$ cat src/rtl/pio_enc_pkg.sv
// Shared definitions for the quadrature encoder capture peripheral.
//   - Avalon-MM register word addresses
//   - CTRL and STATUS bit positions
//   - Saturation value of the interval / period counters
//   - Gray-code helper used by the x4 decoder
package pio_enc_pkg;

  localparam logic [3:0] ADDR_CTRL   = 4'h0;
  localparam logic [3:0] ADDR_POS    = 4'h1;
  localparam logic [3:0] ADDR_TARGET = 4'h2;
  localparam logic [3:0] ADDR_STATUS = 4'h3;
  localparam logic [3:0] ADDR_PERIOD = 4'h4;

  localparam int CTRL_EN      = 0;
  localparam int CTRL_CLR     = 1;
  localparam int CTRL_DIR_INV = 2;
  localparam int CTRL_IRQ_EN  = 3;

  localparam int STAT_TGT  = 0;
  localparam int STAT_DIR  = 1;
  localparam int STAT_QERR = 2;

  localparam logic [31:0] PERIOD_MAX = 32'hFFFF_FFFF;

  // Map an {A,B} Gray state onto its position in the forward cycle
  // 00 -> 0, 01 -> 1, 11 -> 2, 10 -> 3, so a forward step is +1 mod 4.
  function automatic logic [1:0] gray_idx(input logic [1:0] ab);
    return {ab[1], ab[1] ^ ab[0]};
  endfunction

endpackage

$ cat src/rtl/quad_decoder.sv
// Quadrature front end: synchronizer, glitch filter and x4 decoder.
// Ports:
//   clk, rst           system clock, synchronous active-high reset
//   enc_a, enc_b       asynchronous encoder channels
//   step_up, step_dn   one-cycle pulses for a forward / reverse Gray step
//   quad_err           one-cycle pulse when both channels changed at once
module quad_decoder
  import pio_enc_pkg::*;
#(
  parameter int SYNC_STAGES = 2,
  parameter int FILTER_LEN  = 4
) (
  input  logic clk,
  input  logic rst,
  input  logic enc_a,
  input  logic enc_b,
  output logic step_up,
  output logic step_dn,
  output logic quad_err
);

  localparam logic [7:0] FLEN = FILTER_LEN[7:0];

  logic [SYNC_STAGES-1:0] sync_a_r, sync_b_r;
  logic [1:0] sample_s;
  logic [1:0] cand_r, filt_r;
  logic [7:0] cnt_r, cnt_n;
  logic       init_r;
  logic       accept_s;
  logic [1:0] diff_s;
  logic       up_n, dn_n, err_n;
  logic       step_up_r, step_dn_r, quad_err_r;

  assign sample_s = {sync_a_r[SYNC_STAGES-1], sync_b_r[SYNC_STAGES-1]};

  // Filter run-length, acceptance of a new stable state and step decode
  always_comb begin
    cnt_n    = cnt_r;
    accept_s = 1'b0;
    diff_s   = 2'd0;
    up_n     = 1'b0;
    dn_n     = 1'b0;
    err_n    = 1'b0;
    if (sample_s != cand_r) begin
      cnt_n = 8'd1;
    end else if (cnt_r < FLEN) begin
      cnt_n = cnt_r + 8'd1;
    end else begin
      cnt_n = cnt_r;
    end
    // The first accepted state after reset only seeds the previous state.
    accept_s = (cnt_n >= FLEN) && (!init_r || (sample_s != filt_r));
    diff_s   = gray_idx(sample_s) - gray_idx(filt_r);
    if (accept_s && init_r) begin
      case (diff_s)
        2'd1:    up_n  = 1'b1;
        2'd3:    dn_n  = 1'b1;
        2'd2:    err_n = 1'b1;
        default: up_n  = 1'b0;
      endcase
    end else begin
      up_n = 1'b0;
    end
  end

  // Synchronizer chains, filter state and registered step pulses
  always_ff @(posedge clk) begin
    if (rst) begin
      sync_a_r   <= '0;
      sync_b_r   <= '0;
      cand_r     <= 2'b00;
      cnt_r      <= 8'd0;
      filt_r     <= 2'b00;
      init_r     <= 1'b0;
      step_up_r  <= 1'b0;
      step_dn_r  <= 1'b0;
      quad_err_r <= 1'b0;
    end else begin
      sync_a_r   <= {sync_a_r[SYNC_STAGES-2:0], enc_a};
      sync_b_r   <= {sync_b_r[SYNC_STAGES-2:0], enc_b};
      cand_r     <= sample_s;
      cnt_r      <= cnt_n;
      if (accept_s) begin
        filt_r <= sample_s;
        init_r <= 1'b1;
      end
      step_up_r  <= up_n;
      step_dn_r  <= dn_n;
      quad_err_r <= err_n;
    end
  end

  assign step_up  = step_up_r;
  assign step_dn  = step_dn_r;
  assign quad_err = quad_err_r;

endmodule

$ cat src/rtl/pio_encoder_capture.sv
// Avalon-MM quadrature encoder capture peripheral.
// Ports:
//   clk, rst                 system clock, synchronous active-high reset
//   address, chipselect,
//   write, read, writedata   Avalon-MM slave request
//   readdata                 registered read data (0 when no read is active)
//   enc_a, enc_b             asynchronous encoder channels
//   irq                      target_reached & irq_en, registered
module pio_encoder_capture
  import pio_enc_pkg::*;
#(
  parameter int FILTER_LEN  = 4,
  parameter int SYNC_STAGES = 2
) (
  input  logic        clk,
  input  logic        rst,
  input  logic [3:0]  address,
  input  logic        chipselect,
  input  logic        write,
  input  logic        read,
  input  logic [31:0] writedata,
  output logic [31:0] readdata,
  input  logic        enc_a,
  input  logic        enc_b,
  output logic        irq
);

  logic step_up_s, step_dn_s, quad_err_s;

  quad_decoder #(
    .SYNC_STAGES (SYNC_STAGES),
    .FILTER_LEN  (FILTER_LEN)
  ) u_dec (
    .clk      (clk),
    .rst      (rst),
    .enc_a    (enc_a),
    .enc_b    (enc_b),
    .step_up  (step_up_s),
    .step_dn  (step_dn_s),
    .quad_err (quad_err_s)
  );

  logic        en_r, dir_inv_r, irq_en_r;
  logic        en_n, dir_inv_n, irq_en_n;
  logic [31:0] position_r, position_n, target_r, target_n;
  logic        tgt_r, dir_r, qerr_r, tgt_n, dir_n, qerr_n;
  logic [31:0] period_r, period_n, interval_r, interval_n;
  logic [31:0] readdata_r, readdata_n, rd_data_s;
  logic        irq_r, irq_n;
  logic        wr_s, rd_s, ctrl_wr_s, pos_wr_s, tgt_wr_s, stat_wr_s, clr_s;
  logic        count_ev_s, cnt_up_s, pos_upd_s;

  // Bus decode, register next-state and read mux
  always_comb begin
    wr_s       = chipselect & write;
    rd_s       = chipselect & read & ~write;
    ctrl_wr_s  = wr_s && (address == ADDR_CTRL);
    pos_wr_s   = wr_s && (address == ADDR_POS);
    tgt_wr_s   = wr_s && (address == ADDR_TARGET);
    stat_wr_s  = wr_s && (address == ADDR_STATUS);
    clr_s      = ctrl_wr_s & writedata[CTRL_CLR];
    count_ev_s = en_r & (step_up_s | step_dn_s);
    cnt_up_s   = step_up_s ^ dir_inv_r;

    en_n       = en_r;
    dir_inv_n  = dir_inv_r;
    irq_en_n   = irq_en_r;
    if (ctrl_wr_s) begin
      en_n      = writedata[CTRL_EN];
      dir_inv_n = writedata[CTRL_DIR_INV];
      irq_en_n  = writedata[CTRL_IRQ_EN];
    end else begin
      en_n      = en_r;
    end

    // A bus write or clear overrides a coincident count.
    position_n = position_r;
    if (clr_s) begin
      position_n = 32'd0;
    end else if (pos_wr_s) begin
      position_n = writedata;
    end else if (count_ev_s) begin
      position_n = cnt_up_s ? (position_r + 32'd1) : (position_r - 32'd1);
    end else begin
      position_n = position_r;
    end
    pos_upd_s = clr_s | pos_wr_s | count_ev_s;

    target_n = tgt_wr_s ? writedata : target_r;

    // Compare against the TARGET value held before this cycle's write.
    tgt_n = tgt_r;
    if (pos_upd_s && (position_n == target_r)) begin
      tgt_n = 1'b1;
    end else if (stat_wr_s && writedata[STAT_TGT]) begin
      tgt_n = 1'b0;
    end else begin
      tgt_n = tgt_r;
    end

    qerr_n = qerr_r;
    if (quad_err_s) begin
      qerr_n = 1'b1;
    end else if (stat_wr_s && writedata[STAT_QERR]) begin
      qerr_n = 1'b0;
    end else begin
      qerr_n = qerr_r;
    end

    dir_n = count_ev_s ? cnt_up_s : dir_r;

    period_n   = period_r;
    interval_n = interval_r;
    if (count_ev_s) begin
      period_n   = (interval_r == PERIOD_MAX) ? PERIOD_MAX : (interval_r + 32'd1);
      interval_n = 32'd0;
    end else if (interval_r != PERIOD_MAX) begin
      interval_n = interval_r + 32'd1;
    end else begin
      interval_n = interval_r;
    end

    irq_n = tgt_n & irq_en_n;

    case (address)
      ADDR_CTRL:   rd_data_s = {28'd0, irq_en_r, dir_inv_r, 1'b0, en_r};
      ADDR_POS:    rd_data_s = position_r;
      ADDR_TARGET: rd_data_s = target_r;
      ADDR_STATUS: rd_data_s = {29'd0, qerr_r, dir_r, tgt_r};
      // A stalled axis reports the saturated interval rather than a stale period.
      ADDR_PERIOD: rd_data_s = (interval_r == PERIOD_MAX) ? PERIOD_MAX : period_r;
      default:     rd_data_s = 32'd0;
    endcase
    readdata_n = rd_s ? rd_data_s : 32'd0;
  end

  // Register file, counters and registered bus outputs
  always_ff @(posedge clk) begin
    if (rst) begin
      en_r       <= 1'b0;
      dir_inv_r  <= 1'b0;
      irq_en_r   <= 1'b0;
      position_r <= 32'd0;
      target_r   <= 32'd0;
      tgt_r      <= 1'b0;
      dir_r      <= 1'b0;
      qerr_r     <= 1'b0;
      period_r   <= 32'd0;
      interval_r <= 32'd0;
      readdata_r <= 32'd0;
      irq_r      <= 1'b0;
    end else begin
      en_r       <= en_n;
      dir_inv_r  <= dir_inv_n;
      irq_en_r   <= irq_en_n;
      position_r <= position_n;
      target_r   <= target_n;
      tgt_r      <= tgt_n;
      dir_r      <= dir_n;
      qerr_r     <= qerr_n;
      period_r   <= period_n;
      interval_r <= interval_n;
      readdata_r <= readdata_n;
      irq_r      <= irq_n;
    end
  end

  assign readdata = readdata_r;
  assign irq      = irq_r;

endmodule

$ cat config.mk
export PLATFORM = sky130hd
export DESIGN_NAME = pio_encoder_capture
export DESIGN_NICKNAME = d
export VERILOG_FILES = /design/src/rtl/pio_enc_pkg.sv /design/src/rtl/quad_decoder.sv /design/src/rtl/pio_encoder_capture.sv
export SDC_FILE = /design/constraint.sdc
export NUM_CORES = 1
export LEC_CHECK = 0
export ABC_AREA = 1
export BUFFER_PORTS_ARGS = -buffer_cell sky130_fd_sc_hd__buf_4
export CAP_MARGIN = 20
export CORE_ASPECT_RATIO = 0.7
export CORE_MARGIN = 2
export CORE_UTILIZATION = 55
export DETAILED_ROUTE_END_ITERATION = 6
export PLACE_DENSITY = 0.88
export SLEW_MARGIN = 20
export SYNTH_ARGS = -nofsm -noshare
export SYNTH_HDL_FRONTEND = slang
export SYNTH_SLANG_ARGS = --single-unit
$ cat constraint.sdc
create_clock -name clk -period 2.63 [get_ports clk]
set_input_delay 0.263 -clock clk [delete_from_list [all_inputs] [get_ports clk]]
set_output_delay 0.263 -clock clk [all_outputs]
set_load 0.005 [all_outputs]
**Word-level counts from Yosys, hierarchy flattened**

Cells that the tools add are included.

- Logic and storage cells: 88
- Bits in registers: 187
- Output and inout port bits: 33
- Bits of input ports: 43

- Add/subtract/negate cells: 5
- Bitwise gates (word level): 15
- Equal/unequal tests: 12
- Muxes and demuxes: 17
- Reductions and logical operators: 16
- Magnitude comparators: 2

Operators by type and width:

| operator | count |
|---|---|
| 32-bit 2-to-1 mux | 6 |
| 32-bit case mux with 5 select lines | 1 |
| 32-bit by 1-bit adder with 32-bit output, second input constant | 2 |
| 32-bit == test | 1 |
| 32-bit == test, second input constant | 1 |
| 32-bit != test, second input constant | 1 |
| 32-bit by 1-bit subtractor with 32-bit output, second input constant | 1 |
| 8-bit 2-to-1 mux | 2 |
| 1-bit logical AND | 9 |
| 8-bit by 1-bit adder with 8-bit output, second input constant | 1 |
| 4-bit by 2-bit == test with 1-bit output, second input constant | 2 |
| 8-bit by 3-bit >= comparator with 1-bit output, second input constant | 1 |
| 8-bit by 3-bit < comparator with 1-bit output, second input constant | 1 |
| 1-bit 2-to-1 mux | 8 |
| 1-bit AND | 6 |
| 2-bit OR reduction | 3 |
| 2-bit == test, second input constant | 2 |
| 4-bit by 1-bit == test with 1-bit output, second input constant | 1 |
| 4-bit by 3-bit == test with 1-bit output, second input constant | 1 |
| 4-bit zero test | 1 |
| 2-bit != test | 2 |
| 1-bit NOT | 3 |
| 1-bit OR | 3 |
| 1-bit bitwise XOR | 3 |
| other kinds (5) | 5 |

**Depth between registers and ports, before layout**

Gate-level depths: netlist of the first run.

- Depth after elaboration: 9
- Mapped depth: 25

**Modules after synthesis**

From an unflattened synthesis of the first run, not the netlist that was laid out.

- Cells, all modules: 1711
- Area total of the unflattened synthesis: 10862.9 um2

By module, submodules not included:

| module | area each (um2) | seq. area each (um2) | cells each | times used |
|---|---|---|---|---|
| pio_encoder_capture | 10049.6 | 3343.2 | 1609 | 1 |
| quad_decoder | 813.3 | 400.4 | 102 | 1 |

**Worst setup path after synthesis of the first run**

Ideal clock, no wire load.

- Path kind: register -> register
- From: register interval_r[0]
- To: register period_r[26]
- Stages on the path, launching flop included: 18
- Buffers on the path: 0
- Period minus slack after synthesis: 2480 ps
- Required time: 2571 ps
- Data arrival time: 2421 ps
- Setup time: 59 ps
- Setup slack: 150 ps
- Path through: dfxtp_1 -> ha_1 -> nand2_1 -> nor2_1 -> nand3_1 -> nor2_1 -> nand4_1 -> nor3_1 -> nand4_1 -> nor3_1 -> nand3_1 -> nor2_1 -> nand2_1 -> nor2_1 -> nor2_1 -> a31oi_1 -> o21ai_0 -> nand2_1

- Cells in the longest elaborated chain, start to end: 2
- Elaborated cells between the ends (all ways): 3

Ends and longest elaborated chain:

| item | line | RTL |
|---|---|---|
| start, declared | pio_encoder_capture.sv:47 | `logic [31:0] period_r, period_n, interval_r, interval_n;` |
| start signal, assigned | pio_encoder_capture.sv:162 | `interval_r <= interval_n;` |
| 32-bit by 1-bit adder with 32-bit output / 32-bit == test (equally long branches) | pio_encoder_capture.sv:115 | `period_n = (interval_r == PERIOD_MAX) ? PERIOD_MAX : (interval_r + 32'd1);` |
| 32-bit 2-to-1 mux * | pio_encoder_capture.sv:115 |  |
| end signal, assigned | pio_encoder_capture.sv:161 | `period_r <= period_n;` |
| end, declared | pio_encoder_capture.sv:47 |  |

Every way passes the cells marked *; elsewhere a longest branch is shown, timed or not.
A chain may end at the register's enable or synchronous reset.

**Worst setup path in the final report of the first run**

- From: register dir_inv_r
- To: register tgt_r

- Cells in the longest elaborated chain, start to end: 8

Ends and longest elaborated chain:

| item | line | RTL |
|---|---|---|
| start, declared | pio_encoder_capture.sv:43 | `logic en_r, dir_inv_r, irq_en_r;` |
| start signal, assigned | pio_encoder_capture.sv:154 | `dir_inv_r <= dir_inv_n;` |
| 1-bit bitwise XOR | pio_encoder_capture.sv:63 | `cnt_up_s = step_up_s ^ dir_inv_r;` |
| 32-bit 2-to-1 mux | pio_encoder_capture.sv:83 | `position_n = cnt_up_s ? (position_r + 32'd1) : (position_r - 32'd1);` |
| 32-bit 2-to-1 mux | pio_encoder_capture.sv:82 | `end else if (count_ev_s) begin` |
| 32-bit 2-to-1 mux | pio_encoder_capture.sv:80 | `end else if (pos_wr_s) begin` |
| 32-bit 2-to-1 mux | pio_encoder_capture.sv:78 | `if (clr_s) begin` |
| 32-bit == test | pio_encoder_capture.sv:93 | `if (pos_upd_s && (position_n == target_r)) begin` |
| 1-bit logical AND | pio_encoder_capture.sv:93 |  |
| 1-bit 2-to-1 mux | pio_encoder_capture.sv:93 |  |
| end signal, assigned | pio_encoder_capture.sv:158 | `tgt_r <= tgt_n;` |
| end, declared | pio_encoder_capture.sv:46 | `logic tgt_r, dir_r, qerr_r, tgt_n, dir_n, qerr_n;` |

Every way passes these cells.

==> results of run 1 <==
==> report_power, final <==
part / internal [W] / total [W] / leakage, nW / switching (W)
clock network: 0.00125 / 0.00251 / 0.275 / 0.00127
logic: 0.000345 / 0.000891 / 4.82 / 0.000546
registers: 0.00286 / 0.00288 / 1.51 / 0.0000296
==> area by class of cell <==
cell class / count / area share
Clock buffer: 17 / 0.0297
Clock inverter: 14 / 0.00916
Inverter: 231 / 0.0614
Multi-Input combinational cell: 1266 / 0.455
Sequential cell: 187 / 0.262
Tap cell: 264 / 0.0230
Timing Repair Buffer: 284 / 0.160
==> cells by family (layout without fill, tap and decap cells) <==
| kind of cell | Yosys count | count (layout) |
|---|---|---|
| compound gates | 287 | 287 |
| xor+xnor | 30 | 30 |
| fa+ha+maj | 4 | 4 |
| buf+inv | 302 | 546 |
| flops | 187 | 187 |
| simple gates | 944 | 945 |
==> what timing repair did <==
action                                  in CTS  in global routing
pin swaps                                   38                 46
cloned                                       1                  4
resized for setup                           86                114
setup buffers                               24                 10
endpoints found under the setup margin      16                 29
==> path summary, 6_finish.rpt <==
| check | slack [ns] | cells past startpoint | endpoint |
|---|---|---|---|
| worst min-delay path | 0.03 | 3 | u_dec.sync_a_r[0]$_SDFF_PP0_ |
| worst max-delay path | -0.29 | 21 | tgt_r$_SDFF_PP0_ |
| worst max register to register | -0.29 | 21 | tgt_r$_SDFF_PP0_ |
| worst min register to register | 0.42 | 2 | u_dec.sync_b_r[1]$_SDFF_PP0_ |
==> flip-flops by register name, indices dropped and copies added, names as in the netlist <==
name,flops
interval_r,32
period_r,32
position_r,32
readdata,32
target_r,32
u_dec.cnt_r,8
u_dec.cand_r,2
u_dec.filt_r,2
u_dec.sync_a_r,2
u_dec.sync_b_r,2
dir_inv_r,1
dir_r,1
en_r,1
irq,1
irq_en_r,1
qerr_r,1
tgt_r,1
u_dec.init_r,1
u_dec.quad_err,1
u_dec.step_dn,1
u_dec.step_up,1
==> metrics by stage <==
| stage | instances | cell area [um2] | hold WS (ns) |
|---|---|---|---|
| final | 2263 | 14300 | 0.0264 |
| after global routing | 2263 | 14300 | 0.0178 |
| after CTS | 2252 | 13800 | 0.0173 |
| after detailed placement | 2196 | 12800 | 0.419 |
| after global placement | 2196 | 12800 | 0.395 |
| after floorplan | 1754 | 10800 | 0.370 |
==> placed cells by master, fill, tap and decap left out, types with 18 or more instances in the layout <==
master | Yosys | layout
sky130_fd_sc_hd__a21oi_1 | 78 | 71
sky130_fd_sc_hd__a41oi_1 | 21 | 18
sky130_fd_sc_hd__buf_4 | 3 | 266
sky130_fd_sc_hd__clkbuf_16 | 0 | 19
sky130_fd_sc_hd__dfxtp_1 | 187 | 180
sky130_fd_sc_hd__inv_1 | 224 | 220
sky130_fd_sc_hd__nand2_1 | 498 | 445
sky130_fd_sc_hd__nand2_2 | 7 | 49
sky130_fd_sc_hd__nand3_1 | 128 | 110
sky130_fd_sc_hd__nand4_1 | 22 | 22
sky130_fd_sc_hd__nor2_1 | 236 | 196
sky130_fd_sc_hd__nor2_2 | 4 | 34
sky130_fd_sc_hd__nor3_1 | 27 | 19
sky130_fd_sc_hd__o21ai_0 | 125 | 117
sky130_fd_sc_hd__xor2_1 | 27 | 26
==> worst max-delay path: stages, from the launching register on <==
cell and delay, ns:
sky130_fd_sc_hd__dfxtp_4 0.39, sky130_fd_sc_hd__inv_6 0.10, sky130_fd_sc_hd__nand2_8 0.09, sky130_fd_sc_hd__nand2_8 0.12
sky130_fd_sc_hd__buf_4 0.14, sky130_fd_sc_hd__nand2_1 0.05, sky130_fd_sc_hd__nand2_1 0.11, sky130_fd_sc_hd__buf_4 0.14
sky130_fd_sc_hd__nand4_1 0.21, sky130_fd_sc_hd__nor2_2 0.20, sky130_fd_sc_hd__nand2_1 0.08, sky130_fd_sc_hd__nand2_2 0.08
sky130_fd_sc_hd__nor2_1 0.04, sky130_fd_sc_hd__o21bai_1 0.17, sky130_fd_sc_hd__nand2_1 0.11, sky130_fd_sc_hd__nand2_1 0.09
sky130_fd_sc_hd__nand2_1 0.07, sky130_fd_sc_hd__nor2_2 0.12, sky130_fd_sc_hd__nand3_1 0.11, sky130_fd_sc_hd__nor3_2 0.15
sky130_fd_sc_hd__nand3_2 0.13, sky130_fd_sc_hd__a21oi_2 0.13
==> routing by layer <==
layer | part of all wire | track usage
met5 | 0 | 0
met4 | 0.045 | 0.154
met3 | 0.12 | 0.0783
met2 | 0.44 | 0.588
met1 | 0.39 | 0.505
==> summary.log, run 1 <==
INFO  timing         timing.final.crit_share=1.11
INFO  global_routing global_route_wire_length_before_repair=61300um
INFO  synthesis      post_synth.cell_area_avg=6.15um2
INFO  die            boundaryPins=76
INFO  synthesis      synth-seq-area-share=0.347
INFO  die            die_height=121um
INFO  timing         timing_max_transition_violations_final=0
INFO  synthesis      yosysMostFrequentCell=sky130_fd_sc_hd__nand2_1
INFO  route          drtIter0Drc=2331
INFO  synthesis      total_of_warnings_raised_by_yosys=0
INFO  route          post_drt_via_cell_ratio=5.87
INFO  cts            worstSkewPairLatency=0.45ns
INFO  cts            cts_root_buffer=sky130_fd_sc_hd__clkbuf_16
INFO  critical_path  worstSetupPathType=reg2reg
INFO  global_routing via_count_of_the_first_global_routing_pass=12126
INFO  place          io_buffer_count=75
INFO  die            floorplan.rows=42
INFO  synthesis      synth_area=10800um2
INFO  run            maxCapViolCount=0
INFO  critical_path  cp.required=3.00ns
INFO  layout         fin_nets=2034
INFO  global_routing gr-total-overflow=0
INFO  route          remaining_drc_errors=0
INFO  synthesis      yosys.area.top_type=sky130_fd_sc_hd__dfxtp_1
INFO  synthesis      synth.mux.area_fraction=0
INFO  power          irDropWorstVdd=0.454mV
INFO  critical_path  worstReg2RegStart=dir_inv_r$_SDFFE_PP0P_
INFO  timing         unrepaired_setup_endpoints_after_global_routing=yes
INFO  critical_path  end_kind=register
INFO  synthesis      synth-seq-cells=187
INFO  route          total_vias_in_the_final_route=13289
INFO  synthesis      mappedNetlistNets=1801
INFO  route          detail-route-antenna-nets=0
INFO  layout         layout.filler_cells=1441
INFO  timing         final_critical_path_setup_slack=-0.285ns
INFO  cts            cts_buffers=17
INFO  run_status     outcome=complete, but fails checks
INFO  synthesis      synth-edff-count=0
INFO  synthesis      synthAdderAreaFrac=0.00464
INFO  critical_path  crit_path_max_fanout=5
INFO  die            die_footprint=20800um2
INFO  layout         antenna_cells_inserted=0
INFO  synthesis      async_reset_ff_frac=0
INFO  timing         finalCriticalPeriod=2.92ns
INFO  synthesis      synth_compound_gate_area_share=0.154
INFO  min_path       hold_start=enc_a
INFO  timing         totalNegativeSetupSlack=-0.832ns
INFO  synthesis      syn_inst=1754
INFO  die            core_region_area=19100um2
INFO  layout         multi_input_comb_area=6520um2
INFO  synthesis      synth-xor-area-share=0.0243
INFO  synthesis      dominant_combinational_cell_family_by_area_after_synthesis=simple AND/OR/NAND/NOR gates
INFO  route          routed_wirelength=40000um
INFO  critical_path  crit_arrival=3.29ns
INFO  cts            cts_max_level=4
INFO  layout         postLayoutCoreUtil=0.752
INFO  global_routing aggregate_global_route_resource_usage=0.376
INFO  timing         setup_viol=5
INFO  route          routed_wire_length_per_instance=17.7um
INFO  power          power.density=439nW/um2
INFO  synthesis      netlist-cell-type-count=43
INFO  cts            ctsLongestPathBuffers=2
INFO  critical_path  critical_path_start=dir_inv_r$_SDFFE_PP0P_
INFO  synthesis      netlist_top_cells_count=sky130_fd_sc_hd__nand2_1 (498), sky130_fd_sc_hd__nor2_1 (236), sky130_fd_sc_hd__inv_1 (224), sky130_fd_sc_hd__dfxtp_1 (187), sky130_fd_sc_hd__nand3_1 (128)
INFO  die            initial_core_util=0.566
INFO  synthesis      synth_simple_gate_area_share=0.361
INFO  layout         syn_to_final_growth=32.8%
INFO  critical_path  timing.critical_path.from_type=register
INFO  timing         timing_worst_slew_pin_value=0.967ns
INFO  synthesis      post-synth-top-area-fraction=0.347
INFO  timing         slew-limit-headroom=0.355
INFO  min_path       hp_class=in2reg
INFO  cts            cts_tree=yes
INFO  cts            clkSinkCount=187
INFO  cts            post_cts_hold_buffer_count=0
INFO  route          drt_pass1_iterations=6
INFO  power          fin_total_pwr=0.00629W
INFO  global_routing grt_antenna_before_repair=0
INFO  run_status     failed_checks=setup timing
INFO  timing         worst_setup_skew_after_layout=0.0174ns
INFO  timing         finalHoldViolations=0
INFO  place          place_hpwl=28000um
INFO  layout         drive_gt1_frac=0.245
INFO  synthesis      yosys_most_used_dff=sky130_fd_sc_hd__dfxtp_1
INFO  place          routabilityCongestion=1.02
INFO  place          dp_worst_setup_slack=-0.354ns
INFO  cts            clkSlewWorstSetupHoldPaths=0.08ns
INFO  global_routing largest_net_degree_at_the_start_of_global_routing=58
INFO  die            die_w=171um
INFO  timing         fmax=343MHz
INFO  layout         regArea=3760um2
INFO  power          total_leakage_power=6.61nW
INFO  synthesis      synthTopCellsByArea=sky130_fd_sc_hd__dfxtp_1 (35%), sky130_fd_sc_hd__nand2_1 (17%), sky130_fd_sc_hd__nor2_1 (8.2%)
No activity file was read; power rests on OpenSTA's default activity.
==> run 2, diff against run 1 <==
--- a/config.mk
+++ b/config.mk
@@ -6,10 +6,10 @@
 export NUM_CORES = 1
 export LEC_CHECK = 0
 export ABC_AREA = 1
+export ABC_CLOCK_PERIOD_IN_PS = 2630
 export BUFFER_PORTS_ARGS = -buffer_cell sky130_fd_sc_hd__buf_4
 export CAP_MARGIN = 20
 export CORE_ASPECT_RATIO = 0.7
-export CORE_MARGIN = 2
 export CORE_UTILIZATION = 55
 export DETAILED_ROUTE_END_ITERATION = 6
 export PLACE_DENSITY = 0.88
==> run 2 against run 1 <==
  * First-iteration DRC count is 1.3% lower
  * Wire length is 5.2% higher
  * Largest power group unchanged
  * Sequential cell count stayed put
  * The run ends with DRC, setup timing left
==> summary.log, run 2 (synthesis gave the netlist of run 1 again) <==
INFO  layout         fin_area=14900um2
INFO  run_status     outcome=complete, but fails checks
INFO  die            core_region_area=19100um2
INFO  timing         fmax=334MHz
INFO  power          fin_total_pwr=0.00655W
INFO  critical_path  timing.critical_path.from_type=register
INFO  power          power.density=440nW/um2
INFO  timing         timing_max_transition_violations_final=0
INFO  layout         syn_to_final_growth=37.8%
INFO  critical_path  worstReg2RegStart=u_dec.step_up$_SDFF_PP0_
INFO  cts            post_cts_hold_buffer_count=0
INFO  power          p_clk_frac=0.409
INFO  power          intPower=0.00462W
INFO  power          netSwitchingFraction=0.295
INFO  power          irDropWorstVdd=0.478mV
INFO  min_path       hp_class=in2reg
INFO  timing         slew-limit-headroom=0.463
INFO  route          routed_wirelength=42100um
INFO  power          share_comb_of_total_power=0.150
INFO  route          detail-route-antenna-nets=0
INFO  cts            cts_root_buffer=sky130_fd_sc_hd__clkbuf_16
INFO  die            initial_core_util=0.566
INFO  route          drt_pass1_iterations=7
INFO  global_routing via_count_of_the_first_global_routing_pass=12127
INFO  cts            cts_max_level=4
INFO  die            die_footprint=20200um2
INFO  global_routing grt_antenna_before_repair=0
INFO  critical_path  delay_of_the_slowest_critical_path_stage=0.47ns
INFO  timing         finalCriticalPeriod=2.99ns
INFO  critical_path  cpMaxStageDelayCell=sky130_fd_sc_hd__a41oi_1
INFO  layout         antenna_cells_inserted=0
INFO  global_routing global_route_wire_length_before_repair=60600um
INFO  die            die_w=169um
INFO  critical_path  end_kind=register
INFO  cts            cts_tree=yes
INFO  route          post_drt_via_cell_ratio=6.00
INFO  run_status     failed_checks=DRC, setup timing
INFO  layout         final_common_cell=sky130_fd_sc_hd__nand2_1
INFO  layout         layout.filler_cells=1326
INFO  route          total_vias_in_the_final_route=13640
INFO  layout         final_cell_mix=sky130_fd_sc_hd__nand2_1 (397), sky130_fd_sc_hd__buf_4 (268), sky130_fd_sc_hd__inv_1 (220)
INFO  global_routing aggregate_global_route_resource_usage=0.381
INFO  timing         timing.final.crit_share=1.14
INFO  critical_path  regToRegEndpoint=irq$_SDFF_PP0_
INFO  place          place_hpwl=27500um
INFO  global_routing largest_net_degree_at_the_start_of_global_routing=58
INFO  route          routed_wire_length_per_instance=18.5um
INFO  place          io_buffer_count=75
INFO  layout         fin_nets=2042
INFO  critical_path  ordered_list_of_cells_on_the_worst_path=inv_6, nand2_8, nand2_8, buf_6, a41oi_1, buf_4, nand2_1, nand2_1, inv_1, nand3_1, nand3_2, nand2_2, nand2_2, nand2_2, nand2_1, nor2_1, nand3_1, nor3_2, nand3_2, a21oi_2
INFO  die            floorplan.rows=42
INFO  min_path       worst_hold_path_cells=3
INFO  min_path       hold_start=enc_a
INFO  place          routabilityCongestion=1.01
INFO  timing         finalHoldViolations=0
INFO  power          power.switching=0.00193W
INFO  timing         timing_worst_slew_pin_value=0.805ns
INFO  timing         worst_setup_skew_after_layout=0.0179ns
INFO  timing         totalNegativeSetupSlack=-2.56ns
INFO  place          postPlaceCellArea=12800um2
INFO  place          placed_cells=2201
INFO  critical_path  crit_path_max_fanout=7
INFO  critical_path  worstSetupPathType=reg2reg
INFO  global_routing gr-total-overflow=0
INFO  timing         unrepaired_setup_endpoints_after_global_routing=yes
INFO  power          seq_power_share=0.441
INFO  layout         drive_gt1_frac=0.282
INFO  timing         final_critical_path_setup_slack=-0.364ns
INFO  run            maxCapViolCount=0
INFO  route          drtIter0Drc=2300
INFO  cts            ctsLongestPathBuffers=2
INFO  min_path       worst_hold_path.endpoint=u_dec.sync_a_r[0]$_SDFF_PP0_
INFO  timing         holdWs=0.0438ns
INFO  power          total_leakage_power=6.79nW
INFO  timing         setup_viol=17
INFO  cts            cts_buffers=17
INFO  route          remaining_drc_errors=8
INFO  cts            clkSlewWorstSetupHoldPaths=0.08ns
INFO  die            die_height=119um
INFO  cts            clkSinkCount=187
INFO  critical_path  crit_arrival=3.38ns
INFO  layout         final_cells=2272
INFO  critical_path  r2r_cells=20
INFO  critical_path  timing.reg2reg.setup_slack=-0.36ns
INFO  die            boundaryPins=76
INFO  cts            worstSkewPairLatency=0.45ns
INFO  critical_path  cp.required=3.01ns
-- run 2: changes by cell type in the layout (fill, tap and decap cells not counted), sizes merged --
cell / change
inv: -1
clkinv: -1
buf: +6
nand2: -1
bufinv: +1
clkbuf: +5
-- run 2: worst max path at each step --
stage | start | endpoint | depth (start not counted)
finish | u_dec.step_up$_SDFF_PP0_ | irq$_SDFF_PP0_ | 20
global route | u_dec.step_up$_SDFF_PP0_ | tgt_r$_SDFF_PP0_ | 20
CTS | u_dec.step_up$_SDFF_PP0_ | tgt_r$_SDFF_PP0_ | 22
detailed placement | u_dec.step_up$_SDFF_PP0_ | irq$_SDFF_PP0_ | 26
global placement | u_dec.step_up$_SDFF_PP0_ | tgt_r$_SDFF_PP0_ | 23
floorplan | interval_r[0]$_SDFFE_PP0N_ | period_r[26]$_SDFFE_PP0P_ | 17
-- run 2: power by group through the flow --
stage / Sequential, W / Combinational [W] / Clock [W]
3_3_place_gp: 0.00295 / 0.000738 / 0
5_1_grt: 0.00289 / 0.00106 / 0.00277
4_1_cts: 0.00288 / 0.000767 / 0.00266
3_5_place_dp: 0.00295 / 0.000752 / 0
6_report: 0.00289 / 0.000984 / 0.00268
2_1_floorplan: 0.00294 / 0.000451 / 0
-- run 2: layer usage --
layer,track usage,wire length (um),up-vias
met4,0.177,2350,0
li1,-,-,6120
met5,0,0,-
met3,0.0774,5390,226
met2,0.599,18400,1047
met1,0.503,16000,6247
-- run 2: critical path: cells and delay by family, from the launching register on --
family	cells	cell delay (ns)
simple gates	14	1.35
compound gates	2	0.63
flops	1	0.43
buf+inv	4	0.52
-- run 2: stage by stage --
stage / util / worst slack [ns]
5_1_grt: 0.780 / -0.645
3_3_place_gp: 0.671 / -0.282
2_1_floorplan: - / 0.150
4_1_cts: 0.712 / -0.212
3_5_place_dp: 0.671 / -0.397
6_report: 0.780 / -0.364
-- run 2: layout make-up --
class / count / area [um2] / area share
Multi-Input combinational cell: 1265 / 6900 / 0.464
Sequential cell: 187 / 3760 / 0.253
Timing Repair Buffer: 293 / 2410 / 0.162
Inverter: 231 / 882 / 0.0593
Clock buffer: 19 / 443 / 0.0298
Tap cell: 264 / 330 / 0.0222
Clock inverter: 13 / 156 / 0.0105
-- run 2: timing repair --
action	CTS	global route
pin swaps	7	131
setup buffers	10	21
gates cloned	1	8
resized for setup	31	280
setup endpoints to repair	15	33
